**src/rtl/countdown_timer.sv**
```systemverilog
// countdown_timer
//   Three-digit BCD time register (M:SS) for the microwave datapath.
//   While stopped (en=0) each key press shifts a digit in from the right;
//   while cooking (en=1) each rising edge of pgt_1Hz decrements the time
//   with a BCD borrow chain, holding at 0:00.
//
// Ports
//   clock     in   system clock, all registers on rising edge
//   reset     in   synchronous active-high reset
//   BCD       in   [3:0] key digit, valid while loadn=0
//   loadn     in   active-low load strobe, low for the whole key press
//   pgt_1Hz   in   1 Hz square wave
//   en        in   1 = counting, 0 = key entry allowed
//   sec_ones  out  [3:0] seconds units digit
//   sec_tens  out  [3:0] seconds tens digit
//   mins      out  [3:0] minutes digit
//   done      out  one-cycle pulse when the countdown reaches 0:00
//                  (present only when TIMER_DONE_PULSE_EN is defined)
//   zero      out  1 when all three digits are 0
//
// Build option: define TIMER_DONE_PULSE_EN to add the done port/register.

module countdown_timer (
  input  logic       clock,
  input  logic       reset,
  input  logic [3:0] BCD,
  input  logic       loadn,
  input  logic       pgt_1Hz,
  input  logic       en,
  output logic [3:0] sec_ones,
  output logic [3:0] sec_tens,
  output logic [3:0] mins,
`ifdef TIMER_DONE_PULSE_EN
  output logic       done,
`endif
  output logic       zero
);

  logic loadn_d;
  logic tick_d;
  logic load_ev;
  logic tick_ev;
  logic do_load;
  logic do_dec;

  // Reset values (loadn_d=0, tick_d=1) suppress events from inputs that are
  // already active when reset is released.
  assign load_ev = loadn_d & ~loadn;
  assign tick_ev = ~tick_d & pgt_1Hz;
  assign zero    = (sec_ones == 4'd0) && (sec_tens == 4'd0) && (mins == 4'd0);
  assign do_load = load_ev & ~en & (BCD <= 4'd9);
  assign do_dec  = tick_ev & en & ~zero;

  always_ff @(posedge clock) begin
    if (reset) begin
      sec_ones <= '0;
      sec_tens <= '0;
      mins     <= '0;
      loadn_d  <= 1'b0;
      tick_d   <= 1'b1;
    end else begin
      loadn_d <= loadn;
      tick_d  <= pgt_1Hz;
      if (do_load) begin
        mins     <= sec_tens;
        sec_tens <= sec_ones;
        sec_ones <= BCD;
      end else if (do_dec) begin
        if (sec_ones == 4'd0) begin
          sec_ones <= 4'd9;
          if (sec_tens == 4'd0) begin
            sec_tens <= 4'd5;
            mins     <= mins - 4'd1;
          end else begin
            sec_tens <= sec_tens - 4'd1;
          end
        end else begin
          sec_ones <= sec_ones - 4'd1;
        end
      end
    end
  end

`ifdef TIMER_DONE_PULSE_EN
  // Only a decrement from 0:01 lands on 0:00; key entry of 0:00 does not pulse.
  always_ff @(posedge clock) begin
    if (reset) begin
      done <= 1'b0;
    end else begin
      done <= do_dec && (mins == 4'd0) && (sec_tens == 4'd0) && (sec_ones == 4'd1);
    end
  end
`endif

endmodule

```
**config.mk**
```make
export PLATFORM = sky130hd
export DESIGN_NAME = countdown_timer
export DESIGN_NICKNAME = d
export VERILOG_FILES = /design/src/rtl/countdown_timer.sv
export SDC_FILE = /design/constraint.sdc
export NUM_CORES = 1
export LEC_CHECK = 0
export ABC_AREA = 1
export CORE_UTILIZATION = 40
export DETAILED_ROUTE_END_ITERATION = 10
export HOLD_SLACK_MARGIN = 0.03
export PLACE_DENSITY = 0.72
export SYNTH_ARGS = -nofsm -noshare
export SYNTH_HDL_FRONTEND = slang
export SYNTH_SLANG_ARGS = --single-unit
export TNS_END_PERCENT = 1
```
**constraint.sdc**
```tcl
create_clock -name clock -period 1.6 [get_ports clock]
set_input_delay 0.32 -clock clock [delete_from_list [all_inputs] [get_ports clock]]
set_output_delay 0.32 -clock clock [all_outputs]
set_load 0.02 [all_outputs]
```
==> results by group, run 1 <==
Power and ir drop
  – Sw power: 0.3084 mW
  – Share of power burned in registers: 38.7%
  – Int Power: 0.6622 mW
  – Logic gate share of total power: 34.6%
  – Clk pwr share: 26.7%
  – Leakage power total: 0.7243 nW
  – Sw frac: 31.77%
  – Max VDD drop: 0.5784 mV
  – Power Density: 653.5 mW/mm^2

Finish
  – Area Overhead vs Synth: 49.50%
  – Final instance area: 0.001485 sq mm
  – Share of layout cells above drive strength 1: 31.79%
  – Nets: 207
  – # diodes: 0

Worst setup path
  – Reg2Reg Depth: 10
  – Crit end category: output pin
  – Reg-to-reg startpoint: mins[1]$_SDFFE_PP0P_
  – Crit Path Category: reg -> out
  – Beginning of the critical path: mins[1]$_SDFFE_PP0P_
  – Worst reg2reg endpoint: sec_tens[2]$_SDFFE_PP0P_
  – Worst-path fanout max: 2
  – CP arrival: 1.22 ns
  – Worst reg2reg setup slack: 0.23 ns
  – Data required time of the worst path: 1.28 ns
  – Crit path capture: zero
  – Startpoint types: flip-flop

STA
  – Min Tclk post-route: 1.538 ns
  – RSZ-0062 raised after global routing: false
  – Worst Skew: 0.002892 ns
  – Final Max Tran Viols: 0
  – Hold Worst Slack: 0.6061 ns
  – F_max: 650.3 MHz
  – Setup TNS: 0 ns
  – Rel. slew slack: 82.83%
  – Final setup violation count: 0
  – Final number of hold-violating endpoints: 0
  – Fin crit share: 96.11%
  – Worst-margin pin slew: 0.2572 ns
  – Setup ws final: 0.06225 ns

Logic synthesis
  – Seq/Total Area, Yosys: 28.21%
  – Synth area leader: dfxtp_1
  – Synth area leaders: dfxtp_1, nand2_1, inv_1, nor2_1, nand3_1
  – Synthesized area: 993.5 sq um
  – Ys flop type: dfxtp_1
  – Yosys reg bits: 14
  – EDFF count, synth: 0
  – Post-Syn Instances: 146
  – Library cells used by synthesis: 25
  – Post-synth net total: 157
  – Async SR Flop Fraction: 0%
  – Synth Area per Inst: 6.804 sq um
  – Most common library cells after synthesis: nand2_1, inv_1, nor2_1
  – Share of the synthesized area in the top cell type: 28.21%
  – Count leader, synth: nand2_1
  – YS warnings: 0

Detailed routing
  – Drt drc: 0
  – DRT Pass-1 Iters: 5
  – Post-DR vias/cell: 4.946
  – Iteration-0 DRC Markers: 22
  – WL/cell: 11.51 microns
  – Final wirelength: 2.566 mm
  – Via Count: 1103
  – Final ANT Viol Nets: 0

Clock network
  – Htree depth: 1
  – CTS Buf Count: 3
  – Setup Fix Bufs, Post-CTS: 0
  – Clock Sink Count: 14
  – Later-pin clock latency in the skew report: 0.28 ns
  – Max Buffers Root-to-Sink: 2
  – Clk slew on worst S/H paths: 0.09 ns
  – CTS root buf: clkbuf_4
  – CTS tree: built

Global routing
  – Overall routing resource usage: 21.82%
  – Initial antenna violation count: 0
  – Grt ovf: 0
  – Vias in the first global route: 1048
  – First-pass GRT wire length: 4.360 mm
  – Largest net degree at the start of global routing: 19

Place
  – GPL Wtd Cong: 0.8012
  – Placed cell areas: 0.001440 sq mm
  – Port bufs: 21
  – Pre-CTS WS: -0.1342 ns
  – Post-DP HPWL: 1.985 mm

Run
  – Max Cap Viol: 0

Floorplanning
  – I/O Pins: 22
  – Die W: 51.84 microns
  – Starting Density: 43.65%
  – Row count: 17
  – Height of the die: 51.84 microns
  – Placeable core area: 0.002276 sq mm
  – Die area: 0.002687 sq mm

Min path
  – Worst min-delay path class: in -> reg

Status
  – Status: complete, no violations
[worst min-delay path by stage]
stage,start,end,slack [ns],cells after the start
after detailed placement,mins[0]$_SDFFE_PP0P_,mins[0]$_SDFFE_PP0P_,0.61,3
after CTS,loadn,loadn_d$_SDFF_PP0_,0.61,3
after global routing,loadn,loadn_d$_SDFF_PP0_,0.61,3
final,loadn,loadn_d$_SDFF_PP0_,0.61,3
after floorplan,reset,sec_ones[1]$_SDFFE_PP0P_,0.38,1
after global placement,mins[1]$_SDFFE_PP0P_,mins[1]$_SDFFE_PP0P_,0.58,3
[flip-flops by register name, summed over array words and instances, names as in the netlist]
| name | flops |
|---|---|
| sec_tens | 4 |
| sec_ones | 4 |
| loadn_d | 1 |
| mins | 4 |
| tick_d | 1 |
[layout by cell type (no fill, tap or decap), types with 5 or more instances in the layout]
cell	n
nand2_1	36
inv_1	15
o21ai_0	9
a21oi_1	6
dlygate4sd2_1	12
o21ai_1	7
inv_2	5
nor2_1	14
buf_4	24
nand3_1	10
dfxtp_1	12
clkdlybuf4s50_1	8
[cell type report]
cell class	instances	area, sq um
fillers	212	790.8
multi-input cells	110	639.4
repair buffers	47	416.7
flip-flops and latches	14	282.8
inverters	20	75.07
clock buffers	4	36.28
well taps	28	35.03
[power groups by stage]
stage          Sequential (mW)  Clock [mW]  Combinational [mW]
2_1_floorplan            0.403           0               0.164
3_3_place_gp             0.380           0               0.330
3_5_place_dp             0.381           0               0.337
4_1_cts                  0.373       0.263               0.328
5_1_grt                  0.377       0.281               0.367
6_report                 0.376       0.259               0.336
[per-stage QoR]
| step | total power [mW] | instances | util (%) |
|---|---|---|---|
| after floorplan | 0.5673 | 146 | - |
| after global placement | 0.7100 | 219 | 63.28 |
| after detailed placement | 0.7177 | 219 | 63.28 |
| after CTS | 0.9646 | 223 | 64.43 |
| after global routing | 1.026 | 223 | 65.26 |
| final | 0.9705 | 223 | 65.26 |
[logic make-up (layout without fill, tap and decap cells)]
kind of cell | after synthesis | in the layout | share of synthesized area (%)
AO/OA/AOI/OAI | 25 | 25 | 14.23
buffers and inverters | 22 | 71 | 9.446
XOR/XNOR | 1 | 1 | 0.8818
flip-flops | 14 | 14 | 28.21
AND/OR/NAND/NOR | 82 | 82 | 44.71
adder cells (fa/ha/maj) | 2 | 2 | 2.518
[timing repair]
item,CTS,global route
setup endpoints to repair,13,1
resized for setup,20,8
pin swaps,0,1
hold buffers,0,0
[worst max-delay path, stage by stage, from the launching register on]
cell and delay [ns]:
dfxtp_2 0.34, inv_2 0.05, ha_2 0.17, nand3_2 0.09
inv_2 0.07, nand2_4 0.04, inv_1 0.06, buf_6 0.11
[per-layer routing]
| layer | part of all wire [%] | global-route usage, % | vias up |
|---|---|---|---|
| met2 | 49 | 36.11 | 25 |
| met3 | 3.9 | 5.848 | 2 |
| met1 | 46 | 26.69 | 514 |
| met5 | 0 | 0 | - |
| met4 | 0.66 | 8.108 | 0 |
| li1 | - | - | 562 |
Note: power is estimated with default switching activity, not from simulation.
==> run 2, diff against run 1 <==
- ABC_CLOCK_PERIOD_IN_PS: unset -> 1600
==> results of run 2 <==
The final DEF is identical to that of run 1; final timing and power are the same.
